File: config.mk
export PLATFORM = sky130hd
export DESIGN_NAME = fetch_decode_queue
export DESIGN_NICKNAME = d
export VERILOG_FILES = /design/src/rtl/fetch_pkg.sv /design/src/rtl/fdq_storage.sv /design/src/rtl/fetch_decode_queue.sv
export SDC_FILE = /design/constraint.sdc
export NUM_CORES = 1
export LEC_CHECK = 0
export ABC_AREA = 1
export CAP_MARGIN = 20
export CELL_PAD_IN_SITES_DETAIL_PLACEMENT = 0
export CELL_PAD_IN_SITES_GLOBAL_PLACEMENT = 1
export CORE_UTILIZATION = 48
export DETAILED_ROUTE_END_ITERATION = 16
export GPL_TIMING_DRIVEN = 0
export PLACE_DENSITY_LB_ADDON = 0.1
export SKIP_CTS_REPAIR_TIMING = 1
export SYNTH_ARGS = -nofsm -noshare
export SYNTH_HDL_FRONTEND = slang
export SYNTH_SLANG_ARGS = --single-unit
File: constraint.sdc
create_clock -name CLK -period 20.7 [get_ports CLK]
set_clock_uncertainty 0.2 [all_clocks]
set_input_delay 4.14 -clock CLK [delete_from_list [all_inputs] [get_ports CLK]]
set_output_delay 4.14 -clock CLK [all_outputs]
set_load 0.05 [all_outputs]
File: src/rtl/fetch_pkg.sv
// fetch_pkg: types and helpers shared by the fetch/decode instruction queue.
//   fdq_entry_t        one queued fetch tuple {instr, pc, pc8}
//   FDQ_DEPTH_DEFAULT  default queue depth
//   FDQ_WIDTH          width of each tuple field
//   fdq_cnt_w()        width of an occupancy counter able to hold 0..depth
package fetch_pkg;

   localparam int FDQ_DEPTH_DEFAULT = 4;
   localparam int FDQ_WIDTH         = 32;

   typedef struct packed {
      logic [FDQ_WIDTH-1:0] instr;
      logic [FDQ_WIDTH-1:0] pc;
      logic [FDQ_WIDTH-1:0] pc8;
   } fdq_entry_t;

   function automatic int fdq_cnt_w(input int depth);
      return $clog2(depth + 1);
   endfunction

endpackage

File: src/rtl/fdq_storage.sv
// fdq_storage: DEPTH x fdq_entry_t register array.
//   CLK            clock
//   we/waddr/wdata synchronous write port
//   raddr/rdata    combinational read port
// Contents are not reset; occupancy tracking in the parent decides what is valid.
module fdq_storage
   import fetch_pkg::*;
#(
   parameter  int DEPTH = FDQ_DEPTH_DEFAULT,
   localparam int AW    = $clog2(DEPTH)
) (
   input  logic          CLK,
   input  logic          we,
   input  logic [AW-1:0] waddr,
   input  fdq_entry_t    wdata,
   input  logic [AW-1:0] raddr,
   output fdq_entry_t    rdata
);

   fdq_entry_t mem [DEPTH];

   always_ff @(posedge CLK) begin
      if (we) begin
         mem[waddr] <= wdata;
      end
   end

   assign rdata = mem[raddr];

endmodule

File: src/rtl/fetch_decode_queue.sv
// fetch_decode_queue: FIFO between Fetch and Decode holding {instr, pc, pc8}
// tuples, first-word-fall-through at the head.
//   CLK, RST                  clock, synchronous active-high reset
//   flush                     discard all entries (branch redirect)
//   in_valid/in_ready, in_*   fetch side handshake and tuple
//   out_valid/out_ready, out_* decode side handshake and head tuple
//   count                     current occupancy
// Build option: FDQ_BYPASS_EN lets a word presented to an empty queue appear
// on out_* in the same cycle (and skip storage if Decode takes it).
module fetch_decode_queue
   import fetch_pkg::*;
#(
   parameter  int DEPTH = FDQ_DEPTH_DEFAULT,
   parameter  int WIDTH = FDQ_WIDTH,
   localparam int PTR_W = $clog2(DEPTH),
   localparam int CNT_W = fdq_cnt_w(DEPTH)
) (
   input  logic             CLK,
   input  logic             RST,
   input  logic             flush,
   input  logic             in_valid,
   input  logic [WIDTH-1:0] in_instr,
   input  logic [WIDTH-1:0] in_pc,
   input  logic [WIDTH-1:0] in_pc8,
   output logic             in_ready,
   output logic             out_valid,
   output logic [WIDTH-1:0] out_instr,
   output logic [WIDTH-1:0] out_pc,
   output logic [WIDTH-1:0] out_pc8,
   input  logic             out_ready,
   output logic [CNT_W-1:0] count
);

   // entry fields are sized by the package, so WIDTH must match it
   if (WIDTH != FDQ_WIDTH || DEPTH < 2 || (DEPTH & (DEPTH - 1)) != 0) begin : g_bad_param
      $error("fetch_decode_queue: unsupported DEPTH/WIDTH");
   end

   localparam logic [CNT_W-1:0] FULL_CNT = CNT_W'(DEPTH);

   logic [PTR_W-1:0] wr_ptr;
   logic [PTR_W-1:0] rd_ptr;
   logic [CNT_W-1:0] count_q;

   logic       empty;
   logic       full;
   logic       bypass;
   logic       push;
   logic       pop;
   logic       pass_thru;
   logic       do_write;
   logic       do_read;
   fdq_entry_t wr_entry;
   fdq_entry_t rd_entry;

   assign empty = (count_q == '0);
   assign full  = (count_q == FULL_CNT);

   // in_ready looks at registered occupancy only; a full queue refuses
   // the word even if the head is leaving this cycle
   assign in_ready = ~full;

`ifdef FDQ_BYPASS_EN
   assign bypass = empty & in_valid & ~flush & ~RST;
`else
   assign bypass = 1'b0;
`endif

   assign out_valid = ~empty | bypass;

   assign push = in_valid & in_ready;
   assign pop  = out_valid & out_ready;

   // a bypassed word consumed immediately never touches storage or pointers
   assign pass_thru = bypass & out_ready;
   assign do_write  = push & ~pass_thru;
   assign do_read   = pop & ~pass_thru;

   assign wr_entry.instr = in_instr;
   assign wr_entry.pc    = in_pc;
   assign wr_entry.pc8   = in_pc8;

   fdq_storage #(
      .DEPTH (DEPTH)
   ) u_storage (
      .CLK   (CLK),
      .we    (do_write & ~RST & ~flush),
      .waddr (wr_ptr),
      .wdata (wr_entry),
      .raddr (rd_ptr),
      .rdata (rd_entry)
   );

   always_ff @(posedge CLK) begin
      if (RST || flush) begin
         wr_ptr  <= '0;
         rd_ptr  <= '0;
         count_q <= '0;
      end else begin
         if (do_write) begin
            wr_ptr <= wr_ptr + 1'b1;
         end
         if (do_read) begin
            rd_ptr <= rd_ptr + 1'b1;
         end
         case ({do_write, do_read})
            2'b10:   count_q <= count_q + 1'b1;
            2'b01:   count_q <= count_q - 1'b1;
            default: count_q <= count_q;
         endcase
      end
   end

   assign count = count_q;

   // head is zeroed when nothing is valid so Decode never sees stale words
   always_comb begin
      out_instr = '0;
      out_pc    = '0;
      out_pc8   = '0;
      if (bypass) begin
         out_instr = in_instr;
         out_pc    = in_pc;
         out_pc8   = in_pc8;
      end else if (!empty) begin
         out_instr = rd_entry.instr;
         out_pc    = rd_entry.pc;
         out_pc8   = rd_entry.pc8;
      end
   end

endmodule
==> results.rst <==
.. list-table::
   :header-rows: 1

   * - Metric
     - Value
   * - Run status
     - finished clean
   * - Number of cells traversed by the worst hold path
     - 2
   * - Remaining antenna violation count after routing
     - 0
   * - Final Max Tran Viols
     - 0
   * - Inserted Clock Buffers
     - 41
   * - Insertion delay to the later sink of the worst-skew pair
     - 0.53 ns
   * - Final HPWL from detailed placement
     - about 22000 µm
   * - Worst reg-to-reg setup slack
     - 17.72 ns
   * - Final hold viol count
     - 0
   * - Count of distinct cell types in the synthesized netlist
     - 19
   * - Leakage component of the power
     - 0.00660 µW
   * - Count of boundary I/O pins
     - 202
   * - Hold crit path type
     - reg -> reg
   * - Post-placement setup slack
     - 13.44 ns
   * - Max_cap viols
     - 0
   * - Number of placement rows
     - 65
   * - Arrival time reported for the critical path endpoint
     - 3.03 ns
   * - Startpoint of the lowest-slack hold path
     - rd_ptr[1]
   * - Largest net degree at the start of global routing
     - 29
   * - Data required time of the worst path
     - 16.36 ns
   * - Final wirelength
     - 35400 µm
   * - Endpoint kind of the worst setup timing path
     - output pin
   * - Unrepaired setup endpoints after global routing
     - false
   * - Layout cell share with drive strength beyond 1
     - 7.95%
   * - Wirelength per Cell
     - around 19 µm
   * - Final RePlAce weighted congestion
     - 0.745
   * - End of the worst register-to-register path
     - u_storage.mem[1][32]
   * - Number of nets produced by synthesis
     - 1312
   * - Number of warnings reported in the yosys synthesis log
     - 0
   * - Relative area change from synthesis to final layout
     - 27.3%
   * - Setup WS post-layout
     - 13.33 ns
   * - Post-synthesis register bit count
     - approximately 390
   * - Max Fanout on Critical Path
     - 10
   * - Root cell of the clock tree
     - clkbuf_16
   * - Setup CP Type
     - reg -> out
   * - Die Height
     - 181 µm
   * - CTS tree
     - done
   * - Gr usage total
     - 21.6%
   * - Worst slew margin
     - 42.1%
   * - Starting utilization of the core area
     - 48.7%
   * - Syn Area/Cell
     - 12.7 µm²
   * - Wire length of the first global-routing pass
     - 52800 µm
   * - Worst slew pin tran
     - roughly 0.87 ns
   * - Most common cell after layout, fill and taps aside
     - nor2_1
   * - Final setup violation count
     - 0
   * - CTS H-tree lvls
     - 2
   * - Clock Tree Buf Depth
     - 3
   * - Worst-case vdd ir drop
     - 0.0000745 V
   * - Number of antenna violations at the first check in global routing
     - 2
   * - Remaining DRCs
     - 0
   * - Commonest non-fill, non-tap cells in the layout
     - 395 x nor2_1, 384 x edfxtp_1, 201 x clkdlybuf4s50_1
   * - Clock tree sinks
     - 393
   * - Gate count of the mapped netlist
     - roughly 1.2k
   * - Avg Vias per Cell
     - about 5.2
   * - Proportion of synthesized chip area in sequential cells
     - 76.5%
   * - Reg2Reg Depth
     - 6
   * - X dimension of the die
     - ~180 µm
   * - Netlist Area Pre-Place
     - ~0.015 mm²
   * - Launch instance of the worst register-to-register path
     - count[1]
   * - Floorplan die area
     - 0.0326 mm²
   * - Total negative slack
     - 0 ns
   * - Worst-path clk slew
     - 0.06 ns
   * - Count of vias placed by the detailed router
     - 9805
   * - Share of the clock period used by the worst path after layout
     - 35.6%
   * - Power per unit of standard cell area
     - 91.2 mW/mm²
   * - Startpoint Class
     - flop
   * - Number of global-route vias before repair
     - roughly 9.4k
   * - Core footprint
     - around 0.031 mm²
   * - Final Net Count
     - between 1.5k and 2k
   * - Peak clock frequency supported by timing
     - 136 MHz
   * - Final min period
     - between 7 and 8 ns
   * - Number of DRC violations after detailed-routing iteration 0
     - 656
   * - Grt ovf
     - 0
   * - Number of buffers inserted by port buffering
     - roughly 200
   * - Number of iterations in the first detailed-routing pass
     - 6
[flip-flops by register name, summed over array words and instances (netlist names), named ones only]
signal         count
wr_ptr             2
count              3
rd_ptr             2
u_storage.mem    384
[kinds of logic after synthesis]
group / Yosys count / share of synthesized area (%)
AO/OA/AOI/OAI: 294 / 9.63
adder cells (fa/ha/maj): 6 / 0.539
buffers and inverters: 93 / 3.03
flip-flops: 393 / 76.5
AND/OR/NAND/NOR: 419 / 10.3
[layer usage]
layer / track usage (%) / vias up / wire length [µm]
met3: 3.52 / 67 / 2130
met2: 36.5 / 308 / 17400
met4: 7.08 / 0 / 982
li1: - / 4791 / -
met5: 0 / - / 0
met1: 28.4 / 4639 / 14900
[synth_stat cells (all sizes together)]
library cell / number / area [µm²]
o21ai: 194 / 971
dfxtp: 9 / 180
edfxtp: 384 / 11500
nand3: 4 / 20.0
clkbuf: 27 / 101
inv: 20 / 75.1
a21oi: 99 / 495
ha: 5 / 62.6
fa: 1 / 20.0
nand3b: 1 / 7.51
a21boi: 1 / 7.51
buf: 46 / 288
nand2: 15 / 56.3
nor2: 399 / 1500
[critical path: stages (launching register included)]
cell and delay [ns]:
dfxtp_1 0.34, inv_2 0.07, buf_2 0.34, clkbuf_1 0.43
o21ai_0 0.16, a21oi_1 0.30, clkdlybuf4s50_1 0.86
[how the worst max path moves through the flow]
stage | start | end | slack [ns] | cells past startpoint
after floorplan | in_valid | u_storage.mem[0][0] | 11.32 | 3
after global placement | in_valid | u_storage.mem[3][44] | 7.24 | 4
after detailed placement | in_valid | u_storage.mem[2][44] | 13.44 | 7
after CTS | flop | out_instr[12] | 13.28 | 6
after global routing | flop | out_pc8[29] | 13.16 | 6
final | flop | out_pc8[1] | 13.33 | 6
[final cells by class]
| type | count | area [µm²] |
|---|---|---|
| tap | 402 | 503 |
| antenna | 1 | 2.50 |
| fill | 2435 | 12000 |
| multi-input combinational | 719 | 3170 |
| buffer | 73 | 389 |
| clock buffer | 53 | 1110 |
| clock inverter | 23 | 214 |
| timing repair buffer | 215 | 2320 |
| inverter | 20 | 75.1 |
| sequential | 393 | 11700 |
[through the flow]
step / hold slack [ns] / instance area, µm² / util [%] / power (µW) / cells
3_5_place_dp: 0.301 / 18200 / 57.7 / 1080 / 1822
2_1_floorplan: 0.260 / 15300 / - / 1000 / 1205
5_1_grt: 0.324 / 19500 / 61.9 / 1830 / 1898
4_1_cts: 0.308 / 19500 / 61.9 / 1790 / 1898
3_3_place_gp: 0.290 / 17800 / 56.6 / 1080 / 1808
6_report: 0.312 / 19500 / 62.0 / 1780 / 1899
[power by group]
group | internal, µW | switching [µW] | leakage (µW)
combinational | 59.3 | 118 | 0.00242
sequential | 883 | 2.27 | 0.00354
clock | 430 | 285 | 0.000640
Note: power is estimated with default switching activity, not from simulation.
